## config.mk

```make
export PLATFORM = sky130hd
export DESIGN_NAME = uart_cmd
export DESIGN_NICKNAME = d
export VERILOG_FILES = /design/src/rtl/uart_cmd.sv
export SDC_FILE = /design/constraint.sdc
export NUM_CORES = 1
export LEC_CHECK = 0
export CAP_MARGIN = 25
export CORE_MARGIN = 2
export CORE_UTILIZATION = 43
export DETAILED_ROUTE_END_ITERATION = 7
export PLACE_DENSITY = 0.76
export SLEW_MARGIN = 5
export SYNTH_ARGS = -nofsm -noshare
export SYNTH_HDL_FRONTEND = slang
export SYNTH_SLANG_ARGS = --single-unit
```

## constraint.sdc

```tcl
create_clock -name clk_i -period 1.5 [get_ports clk_i]
set_input_delay 0.225 -clock clk_i [delete_from_list [all_inputs] [get_ports clk_i]]
set_output_delay 0.225 -clock clk_i [all_outputs]
set_load 0.02 [all_outputs]
```

## src/rtl/uart_cmd.sv

```systemverilog
// Host-side UART command processor: parses 'W' AH AL D / 'R' AH AL byte commands,
// masters the internal memory port and returns one response byte per command.
// Optional inter-byte timeout ('!' response) enabled by defining UART_CMD_TIMEOUT_EN.
module uart_cmd #(
    parameter int unsigned ADDR_W      = 10,
    parameter int unsigned TIMEOUT_CYC = 270000
) (
    input  logic              clk_i,
    input  logic              rst_n_i,
    input  logic              rx_rdy_i,
    input  logic [7:0]        rx_dat_i,
    output logic              rd_o,
    input  logic              tx_bsy_i,
    output logic              wr_o,
    output logic [7:0]        tx_dat_o,
    output logic [ADDR_W-1:0] mem_addr_o,
    output logic [7:0]        mem_dat_o,
    output logic              mem_we_o,
    output logic              mem_re_o,
    input  logic [7:0]        mem_dat_i
);

    localparam int unsigned AH_W = ADDR_W - 8;
    localparam logic [7:0] OP_WR   = 8'h57;
    localparam logic [7:0] OP_RD   = 8'h52;
    localparam logic [7:0] RSP_OK  = 8'h4B;
    localparam logic [7:0] RSP_BAD = 8'h3F;

    if (ADDR_W < 9 || ADDR_W > 16 || TIMEOUT_CYC < 2 || TIMEOUT_CYC > 1048575) begin : g_param_chk
        $error("uart_cmd: parameter out of range");
    end

    typedef enum logic [2:0] {
        S_IDLE, S_GET_AH, S_GET_AL, S_GET_D, S_BUS_WR, S_BUS_RD, S_RD_WAIT, S_SEND
    } state_t;

    state_t            state_q, state_d;
    logic              run_q;
    logic              rd_q, wr_q;
    logic              op_wr_q, op_wr_d;
    logic [AH_W-1:0]   ah_q, ah_d;
    logic [7:0]        al_q, al_d;
    logic [7:0]        tx_d;
    logic [ADDR_W-1:0] addr_d;
    logic [7:0]        mdat_d;
    logic              we_d, re_d;
    logic              get_st_c;
    logic              accept_c;
    logic              send_c;

`ifdef UART_CMD_TIMEOUT_EN
    localparam int unsigned CNT_W = 20;
    localparam logic [CNT_W-1:0] CNT_LAST = CNT_W'(TIMEOUT_CYC - 2);
    logic [CNT_W-1:0] cnt_q, cnt_d;
`endif

    // Byte hand-shakes are same-cycle: rd_o acknowledges the byte being captured, wr_o the byte being sent.
    assign get_st_c = (state_q == S_GET_AH) || (state_q == S_GET_AL) || (state_q == S_GET_D);
    assign accept_c = run_q && rx_rdy_i && !rd_q && ((state_q == S_IDLE) || get_st_c);
    assign send_c   = run_q && (state_q == S_SEND) && !tx_bsy_i && !wr_q;
    assign rd_o     = accept_c;
    assign wr_o     = send_c;

    always_ff @(posedge clk_i or negedge rst_n_i) begin
        if (!rst_n_i) begin
            state_q    <= S_IDLE;
            run_q      <= 1'b0;
            rd_q       <= 1'b0;
            wr_q       <= 1'b0;
            op_wr_q    <= 1'b0;
            ah_q       <= '0;
            al_q       <= '0;
            tx_dat_o   <= '0;
            mem_addr_o <= '0;
            mem_dat_o  <= '0;
            mem_we_o   <= 1'b0;
            mem_re_o   <= 1'b0;
        end else begin
            state_q    <= state_d;
            run_q      <= 1'b1;
            rd_q       <= accept_c;
            wr_q       <= send_c;
            op_wr_q    <= op_wr_d;
            ah_q       <= ah_d;
            al_q       <= al_d;
            tx_dat_o   <= tx_d;
            mem_addr_o <= addr_d;
            mem_dat_o  <= mdat_d;
            mem_we_o   <= we_d;
            mem_re_o   <= re_d;
        end
    end

`ifdef UART_CMD_TIMEOUT_EN
    always_ff @(posedge clk_i or negedge rst_n_i) begin
        if (!rst_n_i) begin
            cnt_q <= '0;
        end else begin
            cnt_q <= cnt_d;
        end
    end
`endif

    // Next-state and register-load decode.
    always_comb begin
        state_d = state_q;
        op_wr_d = op_wr_q;
        ah_d    = ah_q;
        al_d    = al_q;
        tx_d    = tx_dat_o;
        addr_d  = mem_addr_o;
        mdat_d  = mem_dat_o;
        we_d    = 1'b0;
        re_d    = 1'b0;
`ifdef UART_CMD_TIMEOUT_EN
        cnt_d   = '0;
`endif
        case (state_q)
            S_IDLE: begin
                if (accept_c) begin
                    if (rx_dat_i == OP_WR || rx_dat_i == OP_RD) begin
                        op_wr_d = (rx_dat_i == OP_WR);
                        state_d = S_GET_AH;
                    end else begin
                        tx_d    = RSP_BAD;
                        state_d = S_SEND;
                    end
                end
            end
            S_GET_AH: begin
                if (accept_c) begin
                    ah_d    = rx_dat_i[AH_W-1:0];
                    state_d = S_GET_AL;
                end
            end
            S_GET_AL: begin
                if (accept_c) begin
                    al_d = rx_dat_i;
                    if (op_wr_q) begin
                        state_d = S_GET_D;
                    end else begin
                        addr_d  = {ah_q, rx_dat_i};
                        re_d    = 1'b1;
                        state_d = S_BUS_RD;
                    end
                end
            end
            S_GET_D: begin
                if (accept_c) begin
                    addr_d  = {ah_q, al_q};
                    mdat_d  = rx_dat_i;
                    we_d    = 1'b1;
                    state_d = S_BUS_WR;
                end
            end
            S_BUS_WR: begin
                tx_d    = RSP_OK;
                state_d = S_SEND;
            end
            S_BUS_RD: begin
                state_d = S_RD_WAIT;
            end
            S_RD_WAIT: begin
                tx_d    = mem_dat_i;
                state_d = S_SEND;
            end
            S_SEND: begin
                if (send_c) begin
                    state_d = S_IDLE;
                end
            end
            default: begin
                state_d = S_IDLE;
            end
        endcase
`ifdef UART_CMD_TIMEOUT_EN
        // Stalled partial command: drop it and answer '!' once the counter expires.
        if (get_st_c && !accept_c) begin
            if (cnt_q == CNT_LAST) begin
                tx_d    = 8'h21;
                state_d = S_SEND;
            end else begin
                cnt_d = cnt_q + CNT_W'(1);
            end
        end
`endif
    end

endmodule
```

==> reports/qor.log <==
INFO  route          avgRoutedWirePerCell=16.16um
INFO  timing         slew_violations=0
INFO  worst_setup_path crit_path_max_incr_delay=0.40ns
INFO  timing         fin_crit=1.516ns
INFO  timing         whs=-0.006969ns
INFO  finish         layout.core_utilization=67.63%
INFO  route          wl=4.573mm
INFO  global_routing globalRoute.totalOverflow=0
INFO  route          wl_met2=2.384mm
INFO  die            chipHeight=70.53um
INFO  logic_synthesis postSynthRegisterBits=45
INFO  power          power.static_leakage=1.518nW
INFO  clocking       cts_root_buf=clkbuf_8
INFO  worst_setup_path critPathLaunchType=flop
INFO  route          number_of_remaining_drc_errors=0
INFO  timing         final_hold_violations=5
INFO  route          routed_via_density=5.201
INFO  place          post-place-ws=-0.4378ns
INFO  power          total_power=5.578mW
INFO  finish         stdcell_count=283
INFO  global_routing grt_antenna_before_repair=0
INFO  status         violations=negative hold slack, negative setup slack
INFO  logic_synthesis synthesized_net_count=169
INFO  route          num_vias=1,472
INFO  clocking       cts_hold_repair.buffers=0
INFO  clocking       numCtsBuffers=5
INFO  route          maxUsedRoutingLayer=met4
INFO  timing         grt_setup_unrepaired=yes
INFO  job            max_cap_violation_count=0
INFO  timing         worst_setup_slack_after_layout=-0.01554ns
INFO  timing         min_period_over_period=101.0%
INFO  worst_setup_path cp_num_cells=5
INFO  logic_synthesis syn_area=1903um2
INFO  min_path       worst_min_delay_path_category=input port to async pin
INFO  worst_setup_path reg2regPathDepth=5
INFO  logic_synthesis synth_fa_ha_area_share=0%
INFO  worst_setup_path worstPathRequired=1.68ns
INFO  global_routing all_layer_global_routing_usage=19.17%
INFO  logic_synthesis yosys-mux-area-fraction=16.63%
INFO  clocking       clockBufferDepth=2
INFO  route          dr.first_iter.drc_count=105
INFO  clocking       cts_tree=built
INFO  logic_synthesis synth_cells=149
INFO  timing         setup_violations=4
INFO  logic_synthesis complex_gate_fraction_of_the_synthesized_area=10.12%
INFO  worst_setup_path timing.critical_path.max_delay_family=simple AND/OR/NAND/NOR gates
INFO  global_routing first_global_vias=1,551
INFO  worst_setup_path cp.arrival=1.69ns
INFO  worst_setup_path cp_slowest_cell=dfrtp_1
INFO  die            die_x=70.53um
INFO  logic_synthesis synth_top_family_by_area=multiplexers
INFO  worst_setup_path path_cells=and4bb_4 > buf_6 > buf_6 > nand3_4 > mux2_4
INFO  global_routing grt_max_degree=46
INFO  worst_setup_path critical_path.n_buffers_inverters=2
INFO  place          gp_congestion=0.8665
INFO  route          postRouteAntennaNets=0
INFO  timing         actual_slew_at_the_worst_max_slew_pin=0.5676ns
INFO  worst_setup_path worst-path-max-fanout=5
INFO  finish         finalNetCount=250
INFO  worst_setup_path cpMostUsedCell=buf_6
INFO  die            initial_utilization=44.32%
INFO  route          wirelength_met1=1.897mm
INFO  die            row_count=24
INFO  route          drt-pass1-iter-count=6
INFO  place          placement.io_buffers=49
INFO  global_routing first_pass_grt_wire_length=7.403mm
INFO  clocking       path_clk_slew=0.08ns
INFO  logic_synthesis yosys_warnings=0
INFO  die            fp.dieArea=4974um2
INFO  timing         max_slew_margin=62.16%
INFO  worst_setup_path critPathCaptureType=flop
INFO  worst_setup_path timing_worst_setup_path_type=flop to flop
INFO  die            placeableCoreArea=4294um2
INFO  timing         max_clock_freq=659.8MHz
INFO  timing         final.setup.tns=-0.02769ns
INFO  finish         final_layout_size_suffix_gt1_share=40.26%
INFO  power          power.ir.vdd_worst=1.053mV
INFO  finish         area.growth.synth_to_final=52.60%
INFO  place          dp_cells=268
INFO  logic_synthesis netlist-cell-type-count=34
INFO  logic_synthesis sequential_cell_area_fraction_in_the_yosys_report=59.17%
INFO  logic_synthesis yosys.area_share.simple=11.37%
INFO  die            boundaryPins=50
INFO  logic_synthesis mapped_avg_cell_area=12.77um2
INFO  logic_synthesis synth_xor_area_share=0.4602%
INFO  status         status=finished with violations
INFO  place          dp_hpwl=3.177mm
INFO  route          met3RoutedLength=219um
INFO  clocking       clock_sinks=45
INFO  finish         diodes=0
INFO  clocking       cts-htree-levels=2
INFO  power          cellPowerDensity=1921nW/um2
INFO  timing         worst_clock_skew=0.006646ns
INFO  clocking       worst_skew_pair.late_latency=0.29ns
per-stage QoR:
| step | hold slack [ns] | area (um2) |
|---|---|---|
| 4_1_cts | 0.02318 | 2763 |
| 3_3_place_gp | 0.3268 | 2609 |
| 5_1_grt | 0.05393 | 2904 |
| 6_report | -0.006969 | 2904 |
| 2_1_floorplan | -0.07059 | 1917 |
| 3_5_place_dp | 0.3447 | 2609 |
worst register-to-register path, delay by kind of cell (launching register included):
kind | cells | cell delay (ns)
flip-flops | 1 | 0.40
multiplexers | 1 | 0.32
buffers and inverters | 2 | 0.23
AND/OR/NAND/NOR | 2 | 0.45
path summary, 6_finish.rpt:
kind	end	start	slack [ns]
max in group asynchronous	mem_dat_o[2]	rst_n_i	1.11
setup reg to reg	mem_addr_o[9]	state_q[2]	-0.02
setup / recovery	mem_addr_o[9]	state_q[2]	-0.02
hold / removal	mem_addr_o[7]	rst_n_i	-0.007
min in group clk_i	al_q[6]	rx_dat_i[6]	0.42
hold reg to reg	mem_addr_o[4]	mem_addr_o[4]	0.49
metal layers:
layer  up-vias  track usage (%)
met5         -                0
met4         0            6.410
met3         7            4.329
met2        45            33.65
met1       720            23.29
li1        700                -
synthesized netlist by cell type, drive strengths merged:
library cell  number  area, um2
inv                4      15.01
o21ai             12      60.06
a211oi             1      7.510
nand2             14      52.55
conb               1      3.750
mux2i              8      80.08
a32oi              1      8.760
mux2              21      236.5
xnor2              1      8.760
a311o              1      11.26
nor3               1      5.000
nor2               5      26.27
a21o               1      7.510
and3               1      7.510
o2bb2ai            1      8.760
o32a               3      33.78
buf                4      20.02
a2bb2oi            3      26.28
nand4              1      6.260
dfrtp             45       1126
nand3              6      35.03
a21oi              1      16.27
nand3b             2      18.77
or4                1      7.510
and2               1      6.260
clkbuf             1      3.750
nor2b              2      12.51
nand2b             1      6.260
nor3b              1      7.510
and4bb             2      25.02
o22ai              2      12.51
flip-flops by register name, indices dropped and copies added, names as in the netlist:
| name | flops |
|---|---|
| mem_addr_o | 10 |
| al_q | 8 |
| mem_dat_o | 8 |
| tx_dat_o | 8 |
| state_q | 3 |
| ah_q | 2 |
| mem_re_o | 1 |
| mem_we_o | 1 |
| op_wr_q | 1 |
| rd_q | 1 |
| run_q | 1 |
| wr_q | 1 |
report_power, final:
part           switching (mW)  internal (mW)
Sequential              0.290           1.73
Clock                   0.386          0.323
Combinational            1.40           1.44
Total                    2.08           3.50
cells in the final DEF (no fill, tap or decap), types with 3 or more instances in the layout:
cell / Yosys / final
mux2i_1: 8 / 8
dfrtp_1: 45 / 45
buf_4: 0 / 24
o32a_2: 3 / 3
dlygate4sd2_1: 0 / 10
clkdlybuf4s50_1: 0 / 19
nand2_1: 14 / 7
clkbuf_8: 0 / 5
nor2_1: 4 / 4
buf_6: 0 / 7
mux2_2: 21 / 17
dlymetal6s2s_1: 0 / 17
o21ai_0: 12 / 3
inv_1: 4 / 3
o21ai_2: 0 / 6
nand2_2: 0 / 7
o21ai_1: 0 / 3
mux2_4: 0 / 4
nand3_1: 5 / 3
cell type report:
type | count | area [um2]
clock buffers | 6 | 72.57
clock inverters | 2 | 10.01
fillers | 317 | 1390
inverters | 4 | 17.52
multi-input cells | 95 | 853.3
flip-flops and latches | 45 | 1126
well taps | 52 | 65.06
repair buffers | 79 | 759.5
cells by family (layout without fill, tap and decap cells):
kind of cell | after synthesis | count (layout)
buffers and inverters | 9 | 91
DFF | 45 | 45
other | 1 | 1
xor gates and xnor gates | 1 | 1
AOI/OAI and AO/OA | 26 | 26
and+or+nand+nor | 38 | 38
muxes | 29 | 29
what timing repair did:
action / 4_1_cts / 5_1_grt
resized for setup: 31 / 48
gates cloned: 0 / 1
endpoints found under the hold margin: 0 / 0
endpoints found under the setup margin: 41 / 44
pin swaps: 5 / 12
setup buffers: 3 / 3
Power figures use the tool's default switching activity.
==> RTL edit, RTL diff (config.mk and constraints unchanged) <==
Change the parameter `ADDR_W` from 10 to 11.
--- a/src/rtl/uart_cmd.sv
+++ b/src/rtl/uart_cmd.sv
@@ -4,3 +4,3 @@
 module uart_cmd #(
-    parameter int unsigned ADDR_W      = 10,
+    parameter int unsigned ADDR_W      = 11,
     parameter int unsigned TIMEOUT_CYC = 270000
Interface: changed (resized mem_addr_o); port bits go from 50 to 51. The function was not compared with the original's and may differ.
==> RTL edit against the unedited design <==
- sequential cell count is 2 higher
- synthesized cell count is 11% higher
- critical path type unchanged
- die area is 7.7% higher
- worst setup slack better by 48 ps
- critical endpoint is now mem_dat_o[3]
- sequential share of layout area is 1.0 points higher
- cell count is 5.3% higher
- power is 0.34% higher
- highest routed layer unchanged
- non-clock buffer count is 2 lower
- area after synthesis is 8.2% higher
- count of clock-buffer cells in the layout stayed put
- clock power is 24% higher
- combinational power is 8.4% lower
- largest cell class unchanged
- routed wire length is 1.4% higher
- design area is 1.8% higher
==> RTL edit: results <==
set metrics [dict create \
    drive_above_1_share_pct 28.7 \
    async_flop_share_pct 100 \
    crit_path_max_incr_delay_ps 390 \
    layout.nets 264 \
    track_usage_pct 18.5 \
    grt_max_degree 31 \
    clock_path_buffers 2 \
    synthTopCellsByArea "dfrtp_1 57%, mux2_2 7.7%, mux2_4 5.8%, mux2i_1 3.9%, nand2_1 3.8%" \
    reg2reg_setup_slack_ps 30 \
    diodes 0 \
    grt_util_met1_pct 23.7 \
    drt_first_iter_violations 113 \
    reg2reg_depth 4 \
    min_path_type "in -> async" \
    place_congestion 0.764 \
    r2r_start "state_q[2]" \
    worst_path_max_delay_cell "dfrtp_1" \
    numCtsBuffers 5 \
    antenna_found_initial 0 \
    yosys-top-cells-count "47 x dfrtp_1, 21 x nand2_1, 14 x mux2_2, 11 x o21ai_0" \
    cp.arrival_ps 1650 \
    worstPathMaxFanout 5 \
    numPortBuffers 50 \
    clk_latency_ps 300 \
    clkTransAtPathRegs_ps 80 \
    grtUsageMet2_pct 30.0 \
    ys_warn_count 0 \
    grt_pass1_vias 1521 \
    met3_usage_pct 4.14 \
    viasPerCell 5.14 \
    largest_reg_flops 11 \
    cellLeakagePower_nw 1.58 \
    regMostFlops "mem_addr_o" \
    grt_first_pass_wirelength_mm 7.27 \
    critPathTopFamily "simple AND/OR/NAND/NOR gates" \
    synthDistinctLibCells 35 \
    first_pass_iters 4 \
    status "complete, no violations" \
    timing.rr.end "mem_dat_o[3]" \
    detailed_place_hpwl_mm 3.32 \
    finalClockSkew_ps 10.5 \
    seq_area_frac_synth_pct 57.1 \
    max-vdd-ir-drop_uv 809 \
    synth_nets 186 \
    htreeDepth 2 \
    wl_per_cell_um 15.6 \
    cts_root_buf "clkbuf_8" \
]
RTL edit: cell count changes after synthesis, sizes merged, moves of 3 or more:
cell | unedited run | this run
o211ai | 0 | 4
nand2 | 14 | 22
a2bb2oi | 3 | 0
o32a | 3 | 0
a221oi | 0 | 3
RTL edit: cell families after synthesis:
kind of cell / count (synthesis) / synth area share [%]
and+or+nand+nor: 50 / 13.6
DFF: 47 / 57.1
muxes: 30 / 17.4
AOI/OAI and AO/OA: 26 / 8.27
buffers and inverters: 11 / 2.98
xor gates and xnor gates: 1 / 0.426
other: 1 / 0.182
RTL edit: worst register-to-register path: stages (launching register included):
cell and delay [ps]:
dfrtp_1 390, buf_6 130, and2b_4 250, and3_4 270
mux2_4 320
RTL edit: area by class of cell:
cell class | instances | area [µm²]
timing repair buffer | 77 | 743
tap | 54 | 67.6
sequential | 47 | 1180
clock inverter | 1 | 30.0
multi-input combinational | 109 | 851
inverter | 4 | 15.0
clock buffer | 6 | 72.6
fill | 375 | 1710
RTL edit: timing repair:
action,4_1_cts,5_1_grt
cloned,0,1
endpoints found under the hold margin,17,0
endpoints found under the setup margin,24,30
pin swaps,0,2
hold buffers,1,0
buffers inserted,0,3
resized for setup,24,19
RTL edit: worst max-delay path by stage:
| stage | startpoint | end | slack [ps] |
|---|---|---|---|
| global placement | tx_bsy_i | wr_o | -440 |
| CTS | state_q[2] | mem_dat_o[1] | -20 |
| finish | state_q[2] | mem_dat_o[3] | 30 |
| floorplan | state_q[2] | mem_addr_o[0] | 90 |
| detailed placement | tx_bsy_i | wr_o | -480 |
| global route | run_q | wr_o | -30 |
RTL edit: per-layer routing:
metal	up-vias	wire, µm
met1	753	2080
met5	-	0
met2	25	2340
met3	6	148
met4	0	77
li1	749	-
RTL edit: power breakdown:
part / leakage, nW / internal [mW] / switching [mW]
clock: 0.0513 / 0.488 / 0.393
combinational: 0.949 / 1.31 / 1.30
sequential: 0.578 / 1.80 / 0.312
RTL edit: metrics by stage:
stage / worst slack, ps / std cells / hold slack [ps] / area (µm²) / util (%)
2_1_floorplan: 91.4 / 166 / -70.6 / 2060 / -
3_3_place_gp: -442 / 286 / 177 / 2770 / 59.5
3_5_place_dp: -483 / 286 / 185 / 2770 / 59.5
4_1_cts: -19.9 / 294 / 399 / 2870 / 61.6
5_1_grt: -32.2 / 298 / 433 / 2960 / 63.4
6_report: 32.7 / 298 / 399 / 2960 / 63.4
